<file path="src/rtl/sum_acc_pkg.sv">
// Shared types and helpers for the sum accumulator: state encoding, counter sizing
// and the adder-stage sum width.
package sum_acc_pkg;

  localparam int unsigned ADDER_W   = 4;
  localparam int unsigned SUM_W_DEF = ADDER_W + 1;

  typedef enum logic {
    ACCUM = 1'b0,
    HOLD  = 1'b1
  } state_t;

  // Sample counter width; never narrower than one bit
  function automatic int unsigned cnt_width(input int unsigned n);
    return (n <= 2) ? 1 : $clog2(n);
  endfunction

endpackage

</file>
<file path="src/rtl/sum_acc_datapath.sv">
// Accumulator register with carry detection, sticky overflow and wrap/saturate select.
// Saturation is enabled by defining ACC_SATURATE_EN; otherwise the total wraps.
module sum_acc_datapath
  import sum_acc_pkg::*;
#(
  parameter int unsigned SUM_W = SUM_W_DEF,
  parameter int unsigned ACC_W = 7
) (
  input  logic             clk,
  input  logic             rst_n,
  input  logic             clear,
  input  logic             add_en,
  input  logic [SUM_W-1:0] sum,
  output logic [ACC_W-1:0] acc,
  output logic             ovf
);

  localparam int unsigned EXT_W = ACC_W + 1;

  logic [EXT_W-1:0] addend_c;
  logic [EXT_W-1:0] total_c;
  logic             carry_c;
  logic [ACC_W-1:0] acc_next_c;

  // Gate the addend so an undriven sum cannot reach the adder while idle
  always_comb begin
    addend_c = '0;
    if (add_en) begin
      addend_c = EXT_W'(sum);
    end
    total_c = EXT_W'(acc) + addend_c;
    carry_c = total_c[ACC_W];
`ifdef ACC_SATURATE_EN
    acc_next_c = carry_c ? '1 : total_c[ACC_W-1:0];
`else
    acc_next_c = total_c[ACC_W-1:0];
`endif
  end

  always_ff @(posedge clk or negedge rst_n) begin
    if (!rst_n) begin
      acc <= '0;
      ovf <= 1'b0;
    end else if (clear) begin
      acc <= '0;
      ovf <= 1'b0;
    end else if (add_en) begin
      acc <= acc_next_c;
      ovf <= ovf | carry_c;
    end
  end

endmodule

</file>
<file path="src/rtl/sum_accumulator.sv">
// Accumulates NUM_SAMPLES adder sums per block and presents the total over a
// valid/ready handshake. Optional ACC_SATURATE_EN clamps instead of wrapping.
module sum_accumulator
  import sum_acc_pkg::*;
#(
  parameter int unsigned SUM_W       = SUM_W_DEF,
  parameter int unsigned NUM_SAMPLES = 4,
  parameter int unsigned ACC_W       = 7
) (
  input  logic             clk,
  input  logic             rst_n,
  input  logic             in_valid,
  output logic             in_ready,
  input  logic [SUM_W-1:0] in_sum,
  output logic             out_valid,
  input  logic             out_ready,
  output logic [ACC_W-1:0] out_acc,
  output logic             out_ovf
);

  localparam int unsigned CNT_W = cnt_width(NUM_SAMPLES);

  state_t           state;
  logic [CNT_W-1:0] cnt;
  logic             accept_c;
  logic             release_c;
  logic             cnt_last_c;

  assign accept_c   = in_valid & in_ready;
  assign release_c  = out_valid & out_ready;
  assign cnt_last_c = (cnt == CNT_W'(NUM_SAMPLES - 1));

  // Block FSM with sample counter; handshake outputs are registered with the state
  always_ff @(posedge clk or negedge rst_n) begin
    if (!rst_n) begin
      state     <= ACCUM;
      cnt       <= '0;
      in_ready  <= 1'b1;
      out_valid <= 1'b0;
    end else begin
      case (state)
        ACCUM: begin
          if (accept_c) begin
            if (cnt_last_c) begin
              state     <= HOLD;
              cnt       <= '0;
              in_ready  <= 1'b0;
              out_valid <= 1'b1;
            end else begin
              cnt <= cnt + CNT_W'(1);
            end
          end
        end
        HOLD: begin
          // Input reopens only the cycle after the total is taken
          if (release_c) begin
            state     <= ACCUM;
            in_ready  <= 1'b1;
            out_valid <= 1'b0;
          end
        end
        default: begin
          state     <= ACCUM;
          cnt       <= '0;
          in_ready  <= 1'b1;
          out_valid <= 1'b0;
        end
      endcase
    end
  end

  sum_acc_datapath #(
    .SUM_W (SUM_W),
    .ACC_W (ACC_W)
  ) u_datapath (
    .clk    (clk),
    .rst_n  (rst_n),
    .clear  (release_c),
    .add_en (accept_c),
    .sum    (in_sum),
    .acc    (out_acc),
    .ovf    (out_ovf)
  );

endmodule

</file>
<file path="config.mk">
export PLATFORM = sky130hd
export DESIGN_NAME = sum_accumulator
export DESIGN_NICKNAME = d
export VERILOG_FILES = /design/src/rtl/sum_acc_pkg.sv /design/src/rtl/sum_acc_datapath.sv /design/src/rtl/sum_accumulator.sv
export SDC_FILE = /design/constraint.sdc
export NUM_CORES = 1
export LEC_CHECK = 0
export BUFFER_PORTS_ARGS = -buffer_cell sky130_fd_sc_hd__clkbuf_2
export CORE_UTILIZATION = 46
export CTS_CLUSTER_DIAMETER = 150
export DETAILED_ROUTE_END_ITERATION = 8
export MAX_ROUTING_LAYER = met4
export PLACE_DENSITY = 0.73
export SETUP_SLACK_MARGIN = 0.05
export SLEW_MARGIN = 20
export SYNTH_ARGS = -nofsm -noshare
export SYNTH_HDL_FRONTEND = slang
export SYNTH_HIERARCHICAL = 1
export SYNTH_SLANG_ARGS = --single-unit
</file>
<file path="constraint.sdc">
create_clock -name clk -period 2.5 [get_ports clk]
set_clock_uncertainty 0.05 [all_clocks]
set_input_delay 0.5 -clock clk [delete_from_list [all_inputs] [get_ports clk]]
set_output_delay 0.5 -clock clk [all_outputs]
set_load 0.05 [all_outputs]
</file>
==> results by group <==
Outcome
  – Status: finished, final reports clean

Routing
  – Via density: approximately 5.3
  – Detailed Route WL: 1.64 mm
  – Via count: 724
  – Detailed Routing Iterations Pass 1: 4
  – Initial DRC count: 11
  – Routed WL per cell: between 10 and 15 um
  – Post-route DRC: 0
  – Antenna Violating Nets Remaining: 0

GRT
  – Routing usage on met1: 0.252
  – Total GRT Usage: 0.202
  – First-pass GRT wire length: 2.90 mm
  – Top Usage Layer GRT: met2
  – Initial antenna violation count: 0
  – Vias in the first global route: between 600 and 700
  – Largest net degree at the start of global routing: 14
  – Met2 usage: 0.344
  – Met3 usage: 0.0245
  – Gr ovfl total: 0

Worst setup path
  – R2R Path End: u_datapath/acc[6]
  – Reg-to-reg slack, setup: roughly 0.17 ns
  – Reg2Reg Launch Point: in_ready
  – Worst setup EP type: flop
  – Worst EP arrival: 2.43 ns
  – CP Max Fanout: 7
  – Startpoint types: flop
  – Crit Path Class: flop to flop
  – CP required: 2.60 ns
  – R2R depth: 9

Finish
  – Layout area overhead: 24.6%
  – Nets: approximately 130
  – Number of diodes: 0
  – Share of layout cells above drive strength 1: 0.339
  – Layout Cell Area excl Fill: a little over 1000 um2

STA
  – Fraction of the cycle the final worst path needs: 0.931
  – Max Freq: roughly 430 MHz
  – Slew margin rel.: 0.666
  – Hold Vio Cnt, Final: 0
  – Final-report setup violation count: 0
  – Tmin final: about 2.3 ns
  – Final Slew Violations: 0
  – Slew @ Worst Pin: around 0.5 ns
  – Unrepaired setup endpoints after global routing: yes

Synth
  – Ys Warns: 6
  – Yosys cell types: 31
  – Post-Synthesis Cells: 86
  – Mapped cell area: ~820 um2
  – Synth Register Bits: 13
  – Register area share after synthesis: 0.397
  – Syn Nets: 102
  – Synth Area per Inst: between 9 and 10 um2

CTS
  – Root buffer cell: clkbuf_4
  – Clock Path Buffers: 2
  – CTS sink cnt: 13
  – CTS tree: yes
  – H-tree depth: 1
  – Worst skew pair latency: between 0.2 and 0.3 ns
  – CTS resizes: 0
  – CTS buffer count: 3
  – Worst-path clk slew: ~0.09 ns

Die
  – Rows: 14
  – Initial Util: 0.516
  – Die height: between 40 and 50 um
  – Die width: approximately 44 um
  – I/O pin cnt: 19
  – Core box area: between 1500 and 2000 um2
  – Die area: between 1500 and 2000 um2

Power
  – Peak VDD IR: about 0.24 mV
  – P_leak: between 0.5 and 0.6 nW
  – Final Power: roughly 0.35 mW
  – PwrDens: between 300 and 400 nW/um2

Placed design
  – Post-DP HPWL: ~1.3 mm
  – Port bufs: 18
  – Post-DP Area: about 960 um2
  – Routability cong.: 0.806

Flow run
  – Max-cap violations: 0

Hold path
  – Worst min path class: input pin to asynchronous set/reset pin
## synth_stat cells, drive strengths merged
cell     n  area, um2
nand3    3       15.0
mux2i    2       20.0
nand2    4       15.0
or3      1       6.26
nor3     1       5.00
a21bo    1       10.0
a221o    1       10.0
fa       1       20.0
a211oi   3       22.5
nand2b   2       12.5
o41ai    1       8.76
dfrtp   12        300
and2     6       38.8
clkbuf   1       3.75
nor2    14       52.6
a22o     1       8.76
o21ai    5       25.0
inv      6       22.5
o211ai   1       7.51
nor4     1       6.26
mux2     3       41.3
o21a     1       7.51
buf      1       5.00
nand3b   1       20.0
dfstp    1       26.3
a41oi    1       8.76
a21oi    4       20.0
ha       6       75.1
a21o     1       8.76
## area by class of cell
cell class	count	area, um2
flip-flops and latches	13	330
repair buffers	24	135
inverters	6	22.5
multi-input cells	65	482
clock buffers	4	26.3
fillers	130	568
well taps	24	30.0
## registers in the layout (all words and copies together), names as in the netlist
name	flops
in_ready	1
u_datapath/acc	7
out_valid	1
cnt	2
u_datapath/ovf	1
state	1
## per-layer routing
metal  vias up  routed length, um
li1        356                  -
met1       353                731
met2        15                859
met3         0                 47
met4         0                  0
met5         -                  0
## stage by stage
step	setup TNS [ns]	hold WS, ns	util	std cells	setup slack (ns)
floorplan	-0.0408	0.154	-	86	-0.0408
global placement	0	0.366	0.604	127	0.0804
detailed placement	0	0.367	0.604	127	0.0506
CTS	0	0.0725	0.630	133	0.0994
global route	0	0.0816	0.644	136	0.0271
finish	0	0.0608	0.644	136	0.172
## power breakdown
group	internal, mW	switching, mW
sequential	0.210	0
clock	0.0616	0.0678
combinational	0.00543	0.00693
total	0.277	0.0747
## cells by family after synthesis
| logic type | Yosys count | synth area share |
|---|---|---|
| buf+inv | 8 | 0.0380 |
| mux | 5 | 0.0745 |
| simple gates | 33 | 0.208 |
| flops | 13 | 0.397 |
| compound gates | 20 | 0.167 |
| fa+ha+maj | 7 | 0.116 |
## placed cells by master, fill, tap and decap left out, types with 2 or more instances in the layout
cell      count
ha_1          6
nand2_1       4
nor2_1       14
a21oi_1       4
clkbuf_2     18
o21ai_0       5
mux2i_1       2
dfrtp_1      12
and2_1        5
a211oi_1      2
inv_1         6
clkbuf_4      3
mux2_4        2
nand3_1       3
buf_4         6
## worst max-delay path: stages, from the launching register on
cell      delay [ns]
dfstp_4         0.61
and2_4          0.18
and2_1          0.13
ha_1            0.16
inv_1           0.05
fa_2            0.33
nand2b_4        0.15
a211oi_2        0.17
o211ai_1        0.10
mux2_2          0.28
## worst max-delay path by stage
| stage | start | to | slack [ns] | cells after the start |
|---|---|---|---|---|
| 2_1_floorplan | in_ready | u_datapath/acc[6] | -0.04 | 10 |
| 3_3_place_gp | in_ready | u_datapath/acc[6] | 0.08 | 9 |
| 3_5_place_dp | in_ready | u_datapath/acc[6] | 0.05 | 9 |
| 4_1_cts | in_ready | u_datapath/acc[6] | 0.1 | 9 |
| 5_1_grt | in_ready | u_datapath/acc[6] | 0.03 | 9 |
| 6_report | in_ready | u_datapath/acc[6] | 0.17 | 9 |
## timing repair
action	in CTS	in global routing
pin swaps	1	1
setup buffers	2	3
setup endpoints to repair	1	3
hold buffers	0	0
No activity file was read; power rests on OpenSTA's default activity.
